**src/rtl/ex_muldiv_seq.sv**
```systemverilog
// Iterative RV32M multiply/divide sequencer for Execute; stalls the pipeline until the result is ready.
// Optional MULDIV_FAST_MUL_EN: multiplies complete in one cycle through a combinational product.
module ex_muldiv_seq #(
   parameter int D_WIDTH = 32
) (
   input  logic               clk,
   input  logic               rst,
   input  logic               start_i,
   input  logic [2:0]         op_i,
   input  logic [D_WIDTH-1:0] rs1_i,
   input  logic [D_WIDTH-1:0] rs2_i,
   input  logic               flush_i,
   output logic               stall_o,
   output logic               done_o,
   output logic [D_WIDTH-1:0] result_o
);
   localparam int W  = D_WIDTH;
   localparam int CW = (D_WIDTH > 1) ? $clog2(D_WIDTH) : 1;
   localparam logic [CW-1:0] LAST = CW'(D_WIDTH - 1);
   localparam logic [W-1:0]  SMIN = {1'b1, {(W-1){1'b0}}};

   typedef enum logic [1:0] {IDLE = 2'd0, CALC = 2'd1, DONE = 2'd2} state_e;

   state_e          state_q;
   logic [CW-1:0]   count_q;
   logic [2*W-1:0]  acc_q;
   logic [W-1:0]    b_q;
   logic [2:0]      op_q;
   logic            neg_q, a_neg_q, done_q;
   logic [W-1:0]    result_q;

   logic            a_signed, b_signed, a_neg, b_neg, div_zero, div_ovf, fast_go;
   logic [W-1:0]    a_mag, b_mag, fast_res, calc_res, quo, rem;
   logic [W:0]      mul_sum, trial;
   logic [2*W-1:0]  acc_d, prod;

   // Operand decode for the op arriving in IDLE.
   always_comb begin
      a_signed = ~((op_i == 3'b011) | (op_i[2] & op_i[0]));
      b_signed = op_i[2] ? ~op_i[0] : ~op_i[1];
      a_neg    = a_signed & rs1_i[W-1];
      b_neg    = b_signed & rs2_i[W-1];
      a_mag    = a_neg ? -rs1_i : rs1_i;
      b_mag    = b_neg ? -rs2_i : rs2_i;
      div_zero = op_i[2] & (rs2_i == '0);
      div_ovf  = op_i[2] & ~op_i[0] & (rs1_i == SMIN) & (&rs2_i);
      fast_go  = div_zero | div_ovf;
      if (div_zero) fast_res = op_i[1] ? rs1_i : '1;
      else          fast_res = op_i[1] ? '0 : SMIN;
`ifdef MULDIV_FAST_MUL_EN
      begin
         logic [2*W-1:0] fmul;
         fmul = {{W{1'b0}}, a_mag} * {{W{1'b0}}, b_mag};
         fmul = (a_neg ^ b_neg) ? -fmul : fmul;
         if (~op_i[2]) begin
            fast_go  = 1'b1;
            fast_res = (op_i[1:0] == 2'b00) ? fmul[W-1:0] : fmul[2*W-1:W];
         end
      end
`endif
   end

   // acc_q holds {partial product, multiplier} or {remainder, dividend/quotient}.
   always_comb begin
      mul_sum = {1'b0, acc_q[2*W-1:W]} + {1'b0, (acc_q[0] ? b_q : {W{1'b0}})};
      trial   = acc_q[2*W-1:W-1] - {1'b0, b_q};
      if (op_q[2])
         acc_d = trial[W] ? {acc_q[2*W-2:0], 1'b0}
                          : {trial[W-1:0], acc_q[W-2:0], 1'b1};
      else
         acc_d = {mul_sum, acc_q[W-1:1]};
      prod = neg_q   ? -acc_d : acc_d;
      quo  = neg_q   ? -acc_d[W-1:0] : acc_d[W-1:0];
      rem  = a_neg_q ? -acc_d[2*W-1:W] : acc_d[2*W-1:W];
      case (op_q)
         3'b000:        calc_res = prod[W-1:0];
         3'b100, 3'b101: calc_res = quo;
         3'b110, 3'b111: calc_res = rem;
         default:       calc_res = prod[2*W-1:W];
      endcase
   end

   always_ff @(posedge clk or posedge rst) begin
      if (rst) begin
         state_q  <= IDLE;
         count_q  <= '0;
         acc_q    <= '0;
         b_q      <= '0;
         op_q     <= '0;
         neg_q    <= 1'b0;
         a_neg_q  <= 1'b0;
         done_q   <= 1'b0;
         result_q <= '0;
      end else begin
         done_q <= 1'b0;
         case (state_q)
            IDLE: if (start_i & ~flush_i) begin
               op_q    <= op_i;
               b_q     <= b_mag;
               neg_q   <= a_neg ^ b_neg;
               a_neg_q <= a_neg;
               acc_q   <= {{W{1'b0}}, a_mag};
               count_q <= '0;
               if (fast_go) begin
                  result_q <= fast_res;
                  done_q   <= 1'b1;
                  state_q  <= DONE;
               end else begin
                  state_q  <= CALC;
               end
            end
            CALC: if (flush_i) begin
               state_q <= IDLE;
            end else begin
               acc_q   <= acc_d;
               count_q <= count_q + CW'(1);
               if (count_q == LAST) begin
                  result_q <= calc_res;
                  done_q   <= 1'b1;
                  state_q  <= DONE;
               end
            end
            DONE:    state_q <= IDLE;
            default: state_q <= IDLE;
         endcase
      end
   end

   assign stall_o  = (state_q == CALC) | ((state_q == IDLE) & start_i & ~flush_i);
   assign done_o   = done_q;
   assign result_o = result_q;
endmodule

```
**config.mk**
```make
export PLATFORM = sky130hd
export DESIGN_NAME = ex_muldiv_seq
export DESIGN_NICKNAME = d
export VERILOG_FILES = /design/src/rtl/ex_muldiv_seq.sv
export SDC_FILE = /design/constraint.sdc
export NUM_CORES = 1
export LEC_CHECK = 0
export BUFFER_PORTS_ARGS = -buffer_cell sky130_fd_sc_hd__buf_2
export CAP_MARGIN = 15
export CORE_AREA = 2 2 179 181
export CTS_CLUSTER_SIZE = 12
export DETAILED_ROUTE_END_ITERATION = 7
export DIE_AREA = 0 0 181 183
export PLACE_DENSITY = 0.67
export SLEW_MARGIN = 20
export SYNTH_ARGS = -nofsm -noshare
export SYNTH_HDL_FRONTEND = slang
export SYNTH_SLANG_ARGS = --single-unit
```
**constraint.sdc**
```tcl
create_clock -name clk -period 9.1 [get_ports clk]
set_input_delay 0.455 -clock clk [delete_from_list [all_inputs] [get_ports clk]]
set_output_delay 0.455 -clock clk [all_outputs]
set_load 0.03 [all_outputs]
```
* Word-level counts from Yosys, hierarchy flattened
Index checks and enable logic that the tools add are counted.
Word-level totals: register bits after elaboration 141, input port bits 71, output and inout port bits 34
Operators by class: add/subtract/negate cells 8, eq/ne operators 13, multiplexer cells 34, bitwise logic cells 18, reduce and logical (&&, ||, !) cells 11
Operators by type and width (number):
- $mux 32 | 12
- $mux 64 | 5
- $neg 32->32 | 4
- $pmux 64 s2 | 1
- $pmux 32 s3 | 1
- $neg 64->64 | 1
- $pmux 32 s2 | 1
- $add 32x32->33 | 1
- $sub 33x32->33 | 1
- $eq 32x32->1 const B | 1
- $logic_not 32->1 | 1
- $reduce_and 32->1 | 1
- $eq 3x3->1 const B | 4
- $and 1x1->1 | 10
- $mux 5 | 2
- $pmux 5 s2 | 1
- $mux 2 | 4
- $ne 2x2->1 const B | 4
- $add 5x1->5 const B | 1
- $eq 5x5->1 const B | 1
- $mux 1 | 5
- $reduce_and 5->1 | 1
- $not 1->1 | 4
- $pmux 2 s2 | 1
- 12 further kinds | 16

* Logic depth before layout (Yosys ltp)
word-level depth 9, depth in mapped cells 24, depth with buffers taken out 22

* Least setup slack after synthesis
No wires, ideal clock.
path type register to register, start point register acc_q[31], end point register result_q[26] (netlist: result_o[26]), setup time 0.126 ns, arrival time 5.272 ns, path slack 3.702 ns, stages on the path, launching flop included 23, buffers on the path 3, cell sequence dfrtp_1 inv_1 ha_1 inv_1 fa_1 a211oi_2 nor4_4 o21a_1 o2111ai_2 o211a_1 buf_2 buf_4 clkbuf_1 mux2i_1 mux2i_1 ha_1 inv_1 nor3b_1 nand4_1 or3_1 nor4_1 nor3_1 a221o_1
Between the ends: longest elaborated chain between the ends 9, elaborated cells between the ends (all ways) 13, classes of those cells add/sub: 4; mux: 9
RTL lines:
- start, declared | line 26 | logic [2*W-1:0] acc_q;
- start signal, assigned | line 102 | acc_q <= {{W{1'b0}}, a_mag};
- $sub 33x32->33 | line 66 | trial = acc_q[2*W-1:W-1] - {1'b0, b_q};
- $mux 64 | line 68 | acc_d = trial[W] ? {acc_q[2*W-2:0], 1'b0}
- $mux 64 (*) | line 67 | if (op_q[2])
- $neg 64->64, or another cell as far along | line 72 | prod = neg_q ? -acc_d : acc_d;
- $mux 64, or another cell as far along | line 72
- $pmux 32 s3 (*) | line 75 | case (op_q)
- $mux 32 (*) | line 117 | if (count_q == LAST) begin
- $mux 32 (*) | line 112 | CALC: if (flush_i) begin
- $pmux 32 s2 (*) | line 96 | case (state_q)
- end signal, assigned | line 105 | result_q <= fast_res;
- end signal, assigned | line 118 | result_q <= calc_res;
- end, declared | line 30 | logic [W-1:0] result_q;
Every way passes the cells marked *; elsewhere a longest branch is shown, timed or not. The select of a mux whose other input is x is not followed. A chain may end at the register's enable or synchronous reset.

* Worst setup path after layout
Ends and elaborated chain as after synthesis.

==> reports/qor.log <==
qor: outcome.run_status finished clean
qor: sta.worst-slew-pin-transition 1.15 ns
qor: synthesis.netlist_instances 2063
qor: clock_network.clk-insertion-delay-late 0.46 ns
qor: route.detail_route.iter0.violations 1916
qor: cells_and_area.final_core_utilization 0.537
qor: cells_and_area.flow.area_growth_from_synthesis 8.84%
qor: global_route.global_route.usage.total 0.355
qor: synthesis.synth_area 15400 sq um
qor: cells_and_area.total_area_of_multi_input_combinational_cells 11100 sq um
qor: sta.hold_viol_final 0
qor: clock_network.post_cts_resize_count 0
qor: critical_path.cp.buffers_inverters 3
qor: synthesis.synth_top_cell_by_area dfrtp_1
qor: critical_path.path_delay_family simple AND/OR/NAND/NOR gates
qor: critical_path.critical_setup_path_kind reg2reg
qor: synthesis.postSynthAreaPerCell 7.47 sq um
qor: synthesis.ys_ff_latch 141
qor: power_and_ir_drop.vdd_ir_drop_max 0.171 mV
qor: route.vias 16839
qor: critical_path.r2r_end result_o[26]$_DFFE_PP0P_
qor: clock_network.clock-root-buffer clkbuf_16
qor: cells_and_area.fillers 3128
qor: critical_path.worst-r2r-cell-count 19
qor: hold_path.hold_path_class in2async
qor: cells_and_area.count_of_nets_after_finishing 2238
qor: clock_network.cts.reportedPaths.clkPinSlew 0.07 ns
qor: synthesis.number_of_enable_type_register_cells_in_the_synthesized_netlist 0
qor: cells_and_area.register_area 3530 sq um
qor: synthesis.async_flop_share 1.00
qor: route.first_pass_iters 6
qor: global_route.antenna_found_initial 2
qor: place.detailed_place.area 16200 sq um
qor: power_and_ir_drop.total_leakage_power 7.04 nW
qor: synthesis.synthDistinctLibCells 96
qor: sta.finalWorstSetupSlack 2.71 ns
qor: cells_and_area.layout_commonest_cell nand2_1
qor: clock_network.total_cts_buffers 17
qor: floorplan.floorplan.die_area 33100 sq um
qor: run.maxCapViolations 0
qor: critical_path.setup.worst_path.start_class register
qor: synthesis.synth_sequential_area_ratio 0.229
qor: critical_path.path_common_cell inv_1
qor: place.gp_congestion 0.992
qor: synthesis.synth.yosys.warnings 0
qor: sta.timing.clock.skew 0.0181 ns
qor: critical_path.worst-r2r-setup-slack 2.71 ns
qor: sta.maxClockFrequency 0.156 GHz
qor: cells_and_area.drive_above_1_share 0.103
qor: sta.grt_setup_unrepaired false
qor: synthesis.synth.top_cells.by_area dfrtp_1, o21ai_0, nand2_1
qor: sta.max_slew_margin 0.231
qor: global_route.largest_net_degree_at_the_start_of_global_routing 99
qor: route.wire_per_inst 23.5 um
qor: power_and_ir_drop.fin_total_pwr 6.03 mW
qor: floorplan.die_height 183 um
qor: sta.post-route-period-util 0.702
qor: critical_path.cp-end-kind register
qor: clock_network.cts_setup_buffers 0
qor: place.port_buffers 104
qor: route.drt_drc_violations_left 0
qor: sta.setup_viol 0
qor: critical_path.crit_fanout 15
qor: synthesis.synth_top_area_share 0.229
qor: global_route.grt_overflow_total 0
qor: floorplan.chipWidth 181 um
qor: sta.finalMaxSlewViolations 0
qor: place.hpwlAfterDp 43900 um
qor: floorplan.num_io_pins 105
qor: critical_path.critPathRequiredTime 9.44 ns
qor: critical_path.crit_slowest_cell o211a_1
qor: sta.layout_min_cycle_time 6.39 ns
qor: route.drt.antenna.violating_nets 0
qor: floorplan.rows 65
qor: synthesis.postSynth.topFlopCell dfrtp_1
qor: clock_network.hold_buffers 0
qor: global_route.vias_in_the_first_global_route 15594
qor: power_and_ir_drop.power-per-cell-area 360 nW/um^2
qor: clock_network.cts_tree built
qor: critical_path.path_cells inv_1 -> ha_1 -> inv_1 -> fa_1 -> a211oi_2 -> nor4_4 -> o21a_1 -> o2111ai_2 -> o211a_1 -> mux2i_1 -> mux2i_1 -> ha_1 -> inv_1 -> nor3b_1 -> nand4_1 -> or3_1 -> nor4_1 -> nor3_1 -> a221o_1
qor: clock_network.clock_tree.htree_level_count 4
qor: global_route.grt_pass1_wl 91500 um
qor: route.post_drt_via_cell_ratio 6.71
qor: floorplan.placeableCoreArea 31200 sq um
qor: route.totalWireLength 58900 um
qor: cells_and_area.design_area 16800 sq um
qor: critical_path.timing.critical_path.slowest_cell_delay 0.68 ns
qor: critical_path.worst-endpoint-arrival 6.73 ns
qor: cells_and_area.most_used_cells_in_the_layout_excluding_fill_and_tap_cells nand2_1, o21ai_0, nor2_1
qor: sta.tns 0 ns
qor: clock_network.clkSinkCount 141
qor: place.post-place-ws 2.90 ns
qor: clock_network.clock_tree.buffer_depth 2
qor: critical_path.reg2reg_from acc_q[31]$_DFFE_PP0P_
qor: synthesis.synth.net_count 2207
qor: floorplan.start_util 0.493
kinds of logic (layout without fill, tap and decap cells):
group                      Yosys count  in the layout  synth area share
AOI/OAI and AO/OA                  695            695             0.297
xor gates and xnor gates           149            149            0.0847
adders and majority gates           73             73            0.0603
buffers and inverters              192            236            0.0498
DFF                                141            141             0.229
muxes                               54             54            0.0356
other                                0              1                 0
and+or+nand+nor                    759            759             0.244
worst max path at each step:
stage	startpoint	end	slack [ns]	cells after the start
final	acc_q[31]$_DFFE_PP0P_	result_o[26]$_DFFE_PP0P_	2.71	19
after global routing	acc_q[31]$_DFFE_PP0P_	result_o[26]$_DFFE_PP0P_	2.30	19
after CTS	acc_q[31]$_DFFE_PP0P_	result_o[26]$_DFFE_PP0P_	2.87	19
after detailed placement	acc_q[31]$_DFFE_PP0P_	result_o[26]$_DFFE_PP0P_	2.90	19
after global placement	acc_q[0]$_DFFE_PP0P_	result_o[30]$_DFFE_PP0P_	3.02	17
after floorplan	acc_q[31]$_DFFE_PP0P_	result_o[26]$_DFFE_PP0P_	3.70	22
flip-flops by register name (all words and copies together), names as in the netlist:
| name | cells |
|---|---|
| result_o | 32 |
| done_o | 1 |
| state_q | 2 |
| neg_q | 1 |
| acc_q | 64 |
| b_q | 32 |
| count_q | 5 |
| a_neg_q | 1 |
| op_q | 3 |
layer usage:
layer,track usage,up-vias,share of wire
met3,0.0820,162,0.11
met2,0.514,931,0.41
li1,-,7722,-
met5,0,-,0
met1,0.498,8024,0.43
met4,0.172,0,0.050
final cells by class:
cell class / count / share of cell area
multi-input combinational: 1730 / 0.664
sequential: 141 / 0.211
timing repair buffer: 133 / 0.0440
tap: 402 / 0.0300
clock buffer: 21 / 0.0269
inverter: 71 / 0.0162
clock inverter: 11 / 0.00806
antenna: 1 / 0.000149
through the flow:
step | hold slack (ns) | std cells
6_report | 0.147 | 2510
5_1_grt | 0.210 | 2509
4_1_cts | 0.175 | 2509
3_5_place_dp | 0.486 | 2477
3_3_place_gp | 0.474 | 2477
2_1_floorplan | 0.456 | 2063
synthesized netlist by cell type, drive strengths merged (24+ instances only):
cell	number
a21o	25
a21oi	136
a31oi	30
and2	47
clkbuf	100
dfrtp	141
ha	71
inv	70
mux2i	48
nand2	253
nand2b	29
nand3	39
nand4	38
nor2	145
nor3	65
nor4	25
o21ai	220
o221ai	39
o31ai	40
or3	24
xnor2	74
xor2	75
power by group:
group	total (mW)	switching, mW	internal [mW]
logic	4.19	2.74	1.45
clock network	0.730	0.316	0.414
registers	1.11	0.272	0.837
total	6.03	3.33	2.70
No activity file was read; power rests on OpenSTA's default activity.
